<file path="config.mk">
export PLATFORM = sky130hd
export DESIGN_NAME = cnn_layer_sequencer
export DESIGN_NICKNAME = d
export VERILOG_FILES = /design/src/rtl/cnn_layer_sequencer.sv
export SDC_FILE = /design/constraint.sdc
export NUM_CORES = 1
export LEC_CHECK = 0
export ABC_AREA = 0
export CAP_MARGIN = 10
export CORE_MARGIN = 2
export CORE_UTILIZATION = 47
export DETAILED_ROUTE_END_ITERATION = 8
export GPL_TIMING_DRIVEN = 0
export PLACE_DENSITY = 0.81
export RECOVER_POWER = 25
export SLEW_MARGIN = 10
export SYNTH_ARGS = -nofsm -noshare
export SYNTH_HDL_FRONTEND = slang
export SYNTH_SLANG_ARGS = --single-unit
</file>
<file path="constraint.sdc">
create_clock -name clk -period 3 [get_ports clk]
set_input_delay 0.3 -clock clk [delete_from_list [all_inputs] [get_ports clk]]
set_output_delay 0.3 -clock clk [all_outputs]
set_load 0.03 [all_outputs]
</file>
<file path="src/rtl/cnn_layer_sequencer.sv">
// cnn_layer_sequencer: launches NUM_LAYERS layer engines in order with a level
// start/done handshake, supervises each layer with a watchdog, then streams the
// final class scores in and resolves the predicted class with a sequential argmax.
//
// Score stream handshake: a beat transfers on a rising clk edge where
// score_valid and score_ready are both high. score_ready is high exactly while
// the sequencer is in SCAN. score_valid may stay low for any number of cycles.
module cnn_layer_sequencer #(
  parameter int NUM_LAYERS     = 6,
  parameter int NUM_CLASSES    = 10,
  parameter int SCORE_W        = 32,
  parameter int TIMEOUT_CYCLES = 1000000,
  localparam int CLS_W         = $clog2(NUM_CLASSES),
  localparam int LYR_W         = $clog2(NUM_LAYERS) + 1
) (
  input  logic                  clk,
  input  logic                  reset,
  input  logic                  start,
  input  logic                  abort,
  output logic [NUM_LAYERS-1:0] layer_start,
  input  logic [NUM_LAYERS-1:0] layer_done,
  input  logic                  score_valid,
  input  logic [SCORE_W-1:0]    score_data,
  output logic                  score_ready,
  output logic                  busy,
  output logic                  done,
  output logic                  error,
  output logic [LYR_W-1:0]      err_layer,
  output logic [CLS_W-1:0]      predicted_class,
  output logic [SCORE_W-1:0]    max_score,
  output logic [31:0]           cycle_count,
  output logic [2:0]            dbg_state
);

  localparam int WD_W = (TIMEOUT_CYCLES > 0) ? $clog2(TIMEOUT_CYCLES + 1) : 1;
  localparam logic [31:0] TIMEOUT_L = 32'(TIMEOUT_CYCLES);

  typedef enum logic [2:0] {
    IDLE     = 3'd0,
    RUN      = 3'd1,
    GAP      = 3'd2,
    SCAN     = 3'd3,
    FINISHED = 3'd4,
    ERROR    = 3'd5
  } state_t;

  state_t               state_q, state_d;
  logic [LYR_W-1:0]     idx_q, idx_d;
  logic [WD_W-1:0]      wd_q, wd_d;
  logic [31:0]          cyc_q, cyc_d;
  logic [CLS_W-1:0]     beat_q, beat_d;
  logic [SCORE_W-1:0]   max_q, max_d;
  logic [CLS_W-1:0]     cls_q, cls_d;
  logic [LYR_W-1:0]     err_layer_q, err_layer_d;

  logic [NUM_LAYERS-1:0] layer_sel;
  logic                  done_cur;
  logic                  wd_hit;
  logic                  active;

  // Only the done bit of the currently active layer matters; others are masked.
  assign layer_sel = NUM_LAYERS'(1) << idx_q;
  assign done_cur  = |(layer_done & layer_sel);
  // Current RUN cycle is number wd_q+1 of this layer; expiry when it reaches the limit.
  assign wd_hit    = (TIMEOUT_CYCLES != 0) && ((32'(wd_q) + 32'd1) >= TIMEOUT_L);
  assign active    = (state_q == RUN) || (state_q == GAP) || (state_q == SCAN);

  // Next-state, watchdog, cycle counter and argmax update.
  always_comb begin
    state_d     = state_q;
    idx_d       = idx_q;
    wd_d        = wd_q;
    cyc_d       = cyc_q;
    beat_d      = beat_q;
    max_d       = max_q;
    cls_d       = cls_q;
    err_layer_d = err_layer_q;

    if (active && (cyc_q != 32'hFFFF_FFFF)) cyc_d = cyc_q + 32'd1;

    case (state_q)
      IDLE: begin
        if (start) begin
          state_d     = RUN;
          idx_d       = '0;
          wd_d        = '0;
          cyc_d       = '0;
          beat_d      = '0;
          max_d       = '0;
          cls_d       = '0;
          err_layer_d = '0;
        end
      end
      RUN: begin
        if (done_cur) begin
          wd_d = '0;
          if (idx_q == LYR_W'(NUM_LAYERS - 1)) begin
            state_d = SCAN;
          end else begin
            state_d = GAP;
            idx_d   = idx_q + LYR_W'(1);
          end
        end else if (wd_hit) begin
          state_d     = ERROR;
          err_layer_d = idx_q;
        end else begin
          wd_d = wd_q + WD_W'(1);
        end
      end
      GAP: state_d = RUN;
      SCAN: begin
        if (score_valid) begin
          beat_d = beat_q + CLS_W'(1);
          // Strict compare keeps the lowest index on ties.
          if ((beat_q == '0) || ($signed(score_data) > $signed(max_q))) begin
            max_d = score_data;
            cls_d = beat_q;
          end
          if (beat_q == CLS_W'(NUM_CLASSES - 1)) state_d = FINISHED;
        end
      end
      FINISHED: if (!start) state_d = IDLE;
      ERROR:    if (!start) state_d = IDLE;
      default:  state_d = IDLE;
    endcase

    // Abort beats done and timeout; any partial argmax is thrown away.
    if (abort && active) begin
      state_d = IDLE;
      wd_d    = '0;
      beat_d  = '0;
      max_d   = '0;
      cls_d   = '0;
    end
  end

  // State and datapath registers.
  always_ff @(posedge clk or posedge reset) begin
    if (reset) begin
      state_q     <= IDLE;
      idx_q       <= '0;
      wd_q        <= '0;
      cyc_q       <= '0;
      beat_q      <= '0;
      max_q       <= '0;
      cls_q       <= '0;
      err_layer_q <= '0;
    end else begin
      state_q     <= state_d;
      idx_q       <= idx_d;
      wd_q        <= wd_d;
      cyc_q       <= cyc_d;
      beat_q      <= beat_d;
      max_q       <= max_d;
      cls_q       <= cls_d;
      err_layer_q <= err_layer_d;
    end
  end

  assign layer_start     = (state_q == RUN) ? layer_sel : '0;
  assign score_ready     = (state_q == SCAN);
  assign busy            = active;
  assign done            = (state_q == FINISHED);
  assign error           = (state_q == ERROR);
  assign err_layer       = err_layer_q;
  assign predicted_class = cls_q;
  assign max_score       = max_q;
  assign cycle_count     = cyc_q;
  assign dbg_state       = state_q;

endmodule

</file>
==> results of run 1 <==
## where the power goes
| group | total, uW | switching, uW | leakage, uW | internal, uW |
|---|---|---|---|---|
| Sequential | 1590 | 107 | 0.00142 | 1480 |
| Combinational | 1620 | 1040 | 0.00184 | 579 |
| Clock | 1140 | 512 | 0.000142 | 629 |
| Total | 4350 | 1660 | 0.00341 | 2690 |
## repair_timing
action | in CTS | in global routing
buffers inserted | 0 | 6
resized for setup | 4 | 24
setup endpoints to repair | 30 | 45
pin swaps | 0 | 7
gates cloned | 0 | 0
hold buffers | 0 | 0
endpoints found under the hold margin | 0 | 0
## Yosys cell counts, types with 6 or more instances
library cell	count	area share
dfrtp_1	103	0.42
nand2_1	55	0.034
inv_1	48	0.029
nor2_1	45	0.028
ha_1	42	0.086
nand3_1	40	0.033
a22o_1	37	0.053
xor2_1	20	0.029
o21ai_0	18	0.015
a21oi_1	17	0.014
nand4_1	17	0.017
clkbuf_1	15	0.0092
nor3_1	14	0.011
a21o_1	13	0.016
o211ai_1	11	0.014
xnor2_1	11	0.016
and3_1	10	0.010
mux2i_1	8	0.013
and2_1	7	0.0072
buf_2	7	0.0057
nor4_1	6	0.0061
or4_1	6	0.0074
## per-stage QoR
stage	hold WS (ps)	instances
finish	480	957
global route	504	957
CTS	421	951
detailed placement	516	936
global placement	489	934
floorplan	433	636
## logic make-up (layout without fill, tap and decap cells)
group           count (synthesis)  after routing
flops                         103            103
fa+ha+maj                      42             42
simple gates                  238            238
buf+inv                        74            223
mux                            11             11
xor+xnor                       31             31
compound gates                137            137
## layout make-up
class,count,area [sq um]
fillers,1039,4650
multi-input cells,459,3310
flip-flops and latches,103,2580
repair buffers,134,1320
clock buffers,13,270
well taps,172,215
inverters,48,181
plain buffers,26,133
clock inverters,2,13.8
## tightest hold or removal path, cell delays in order
cell,delay (ps)
clkbuf_1,200
nor2_1,160
a22o_1,130
## layer usage
layer / wire length (um) / track usage / vias to the layer above
met5: 0 / 0 / -
met4: 222 / 0.0497 / 0
met3: 1020 / 0.0703 / 19
met2: 7730 / 0.392 / 182
met1: 6970 / 0.293 / 2682
li1: - / - / 2602
## sequential cells by signal, summed over array words and instances, names as in the netlist
signal / count
wd_q: 20
beat_q: 4
max_score: 32
cycle_count: 32
err_layer: 4
idx_q: 4
predicted_class: 4
dbg_state: 3
## path summary, 6_finish.rpt
check	start	end	slack [ps]	cells past startpoint
worst max-delay path	max_score[25]	predicted_class[1]	70	12
worst min-delay path	abort	dbg_state[1]	480	3
worst max register to register	max_score[25]	predicted_class[1]	70	12
worst min register to register	err_layer[0]	err_layer[0]	520	2
max in group asynchronous	reset	wd_q[5]	800	3
min in group asynchronous	reset	max_score[9]	670	2
==> results_dict.tcl, run 1 <==
set metrics [dict create \
    clk_latency_ps 350 \
    num_rows 41 \
    grt_max_degree 39 \
    antenna_left 0 \
    tightest_slew_ps 1310 \
    synth_edf_count 0 \
    fmax_mhz 341 \
    die_h_um 118 \
    drive_above_1_share 0.0930 \
    vias 5485 \
    design_area_sq_um 8020 \
    drt_pass1_iterations 5 \
    die-area_sq_um 13900 \
    cts_tree "done" \
    status "completed" \
    synth.cell_area_sq_um 6110 \
    crit_path_end_kind "flop" \
    cap_violations 0 \
    synthArstFlopShare 1.00 \
    yosys_most_used_dff "dfrtp_1" \
    synth_compound_area_frac 0.167 \
    critPathMaxStageDelay_ps 390 \
    period_needed_ps 2930 \
    power_density_nw_per_um2 542 \
    postLayoutCoreUtil 0.633 \
    cts.htree.levels 3 \
    arrival_ps 3170 \
    grt_overflow 0 \
    cp_common_cell "a21o_1" \
    relSlewSlack 0.125 \
    final_common_cell "clkdlybuf4s50_1" \
    syn_inst 636 \
    final_cell_mix "clkdlybuf4s50_1, dfrtp_1, nand2_1, inv_1, nor2_1" \
    place.port_buffers 126 \
    worst_ep_required_time_ps 3230 \
    cp-start-kind "flop" \
    setup-tns-final_ps 0 \
    hpwl_um 11900 \
    drt-total-wl_um 15900 \
    ios 128 \
    clk_path_buf_depth 2 \
    setup_viol 0 \
    clk_pin_slew_worst_paths_ps 70 \
    critPathKind "flop to flop" \
    grt_pass1_wl_um 26900 \
    path_cells "inv_1 > ha_1 > a21o_1 > a21o_1 > a21oi_1 > o22ai_2 > nor4_2 > nor3_2 > or3_1 > buf_2 > buf_4 > a22o_1" \
    ir_worst_vdd_uv 331 \
    yosys.area_share.simple 0.212 \
    yosysUniqueCellTypes 71 \
    fin_skew_ps 8.85 \
    nNetsFinal 866 \
    grt_pass1_vias 5594 \
    grt_use_total 0.232 \
    timing.final.crit_share 0.978 \
    ys_warn_count 0 \
    synth.avg_cell_area_sq_um 9.61 \
    area_growth_pct 31.3 \
    antenna_cells 0 \
    drt_iter0_drc 318 \
    hold_viol 0 \
    die_w_um 118 \
    slowest_stage "dfrtp_1" \
    synth_top_family_by_area "simple AND/OR/NAND/NOR gates" \
    synth_fa_ha_area_frac 0.0860 \
    numCtsBuffers 9 \
    synth_xor_xnor_area_share 0.0444 \
    slew_violations 0 \
    ys_seq_area_frac 0.422 \
    p_leak_uw 0.00341 \
    start_util 0.482 \
    layout_setup_ws_ps 65.1 \
    rsz0062_at_grt "yes" \
    drc_errors 0 \
    path_buf_inv 3 \
    dp_slack_ps -486 \
    core_region_area_sq_um 12700 \
    min-delay-path-class "input pin to flop" \
    antenna_found_initial 0 \
    crit_path_max_fanout 10 \
    cp_top_family "compound AO/OA/AOI/OAI gates" \
    cts_root_buf "clkbuf_16" \
    clock_sinks 103 \
    place_congestion 0.852 \
    synth_mux_area_frac 0.0186 \
    synth_fp_nets 721 \
    drt-wirelength-per-cell_um 16.7 \
    total_power_uw 4350 \
    dpl_cell_area_sq_um 7630 \
    viasPerCell 5.73 \
    ys_ff_latch 103 \
]
No activity file was read; power rests on OpenSTA's default activity.
==> inputs of run 2 (changes only) <==
--- a/config.mk
+++ b/config.mk
@@ -13,7 +13,6 @@
 export GPL_TIMING_DRIVEN = 0
 export PLACE_DENSITY = 0.81
 export RECOVER_POWER = 25
-export SLEW_MARGIN = 10
 export SYNTH_ARGS = -nofsm -noshare
 export SYNTH_HDL_FRONTEND = slang
 export SYNTH_SLANG_ARGS = --single-unit
==> run 2 against run 1 <==
Via count grew 0.47%. Sequential share of layout area decreased by 0.28 points. Combinational power barely moved. Cell area grew 0.98%. Die area is the same. Critical path depth stayed put. Critical path type unchanged. Critical endpoint unchanged. Largest power group unchanged. Highest routed layer unchanged.
==> results_dict.tcl, run 2 (same netlist as run 1, synthesis figures left out) <==
set metrics [dict create \
    fin_skew_ps 8.70 \
    tightest_slew_ps 1100 \
    fmax_mhz 339 \
    min_path_cells 3 \
    arrival_ps 3200 \
    drc_errors 0 \
    status "completed" \
    r2r-start "max_score[25]" \
    antenna_found_initial 0 \
    place_congestion 0.852 \
    ios 128 \
    drt_pass1_iterations 5 \
    final_common_cell "clkdlybuf4s50_1" \
    drt-wirelength-per-cell_um 16.7 \
    layout_setup_ws_ps 46.4 \
    hpwl_um 11900 \
    min-delay-path-class "input pin to flop" \
    crit_path_max_fanout 10 \
    antenna_cells 0 \
    relSlewSlack 0.260 \
    cp-start-kind "flop" \
    clkPwrFrac 0.266 \
    hold_viol 0 \
    setup-tns-final_ps 0 \
    grt_use_total 0.231 \
    worst_ep_required_time_ps 3240 \
    num_rows 41 \
    final_cell_mix "clkdlybuf4s50_1, dfrtp_1, nand2_1, inv_1, nor2_1" \
    vias 5511 \
    r2r_slack_ps 50 \
    switching_share 0.383 \
    reg2reg_to "predicted_class[1]" \
    total_power_uw 4370 \
    cts.htree.levels 3 \
    setup_viol 0 \
    cts_tree "done" \
    switching_power_uw 1670 \
    startpoint "max_score[25]" \
    p_int_uw 2690 \
    r2r_cells 12 \
    clock_sinks 103 \
    viasPerCell 5.71 \
    ir_worst_vdd_uv 352 \
    grt_max_degree 43 \
    combPwrFrac 0.370 \
    start_util 0.482 \
    instances_no_fill 965 \
    clk_pin_slew_worst_paths_ps 70 \
    slew_violations 0 \
    grt_pass1_wl_um 26700 \
    power_density_nw_per_um2 539 \
    place.port_buffers 126 \
    numCtsBuffers 9 \
    core_region_area_sq_um 12700 \
    cts_root_buf "clkbuf_16" \
    area_growth_pct 32.6 \
    dp.cells 936 \
    seqPwrFrac 0.364 \
    dp_slack_ps -471 \
    clk_latency_ps 360 \
    clk_path_buf_depth 2 \
    p_leak_uw 0.00346 \
    die_w_um 118 \
    drt-total-wl_um 16100 \
    grt_pass1_vias 5556 \
    drt_iter0_drc 356 \
    die_h_um 118 \
    drive_above_1_share 0.105 \
    timing.final.crit_share 0.985 \
    hold_start "abort" \
    critPathKind "flop to flop" \
    antenna_left 0 \
    crit_path_end "predicted_class[1]" \
    cap_violations 0 \
    period_needed_ps 2950 \
    crit_path_end_kind "flop" \
    grt_overflow 0 \
    die-area_sq_um 13900 \
    holdBufCountCts 0 \
    nNetsFinal 873 \
]
==> run 2: critical path: stages (launching register included) <==
cell     delay [ps]
dfrtp_1         390
inv_1            60
ha_1            290
a21o_1          170
a21o_1          170
a21oi_1         220
o22ai_2         140
nor4_2          320
nor3_1          130
or3_1           350
buf_2           180
buf_4           190
a22o_1          240
==> run 2: timing repair <==
| action | 4_1_cts | 5_1_grt |
|---|---|---|
| buffers inserted | 0 | 13 |
| endpoints found under the hold margin | 0 | 0 |
| resized for setup | 4 | 27 |
| endpoints found under the setup margin | 30 | 45 |
| pin swaps | 0 | 4 |
==> run 2: final cells by class <==
| cell class | instances | area [sq um] |
|---|---|---|
| buffer | 26 | 133 |
| clock buffer | 12 | 267 |
| clock inverter | 4 | 26.3 |
| fill | 1018 | 4570 |
| inverter | 48 | 181 |
| multi-input combinational | 459 | 3310 |
| sequential | 103 | 2580 |
| tap | 172 | 215 |
| timing repair buffer | 141 | 1380 |
==> run 2: worst min-delay path by stage <==
stage                      to
2_1_floorplan   max_score[25]
3_3_place_gp   cycle_count[6]
3_5_place_dp     err_layer[0]
4_1_cts         max_score[30]
5_1_grt          dbg_state[1]
6_report         dbg_state[1]
==> run 2: per-layer routing <==
layer / GRT usage / part of all wire / wire length [um]
met1: 0.296 / 0.43 / 6950
met2: 0.378 / 0.48 / 7720
met3: 0.0712 / 0.071 / 1140
met4: 0.0640 / 0.018 / 282
met5: 0 / 0 / 0
==> run 2: power by group through the flow <==
stage	clock network [uW]	registers (uW)	logic, uW
after floorplan	0	1710	887
after global placement	0	1600	1500
after detailed placement	0	1610	1570
after CTS	1180	1580	1580
after global routing	1240	1600	1770
final	1160	1590	1620
==> run 2: through the flow <==
stage	utilization	area (sq um)	hold slack, ps
after floorplan	-	6110	433
after global placement	0.599	7590	489
after detailed placement	0.602	7630	516
after CTS	0.627	7940	362
after global routing	0.639	8100	503
final	0.639	8100	470
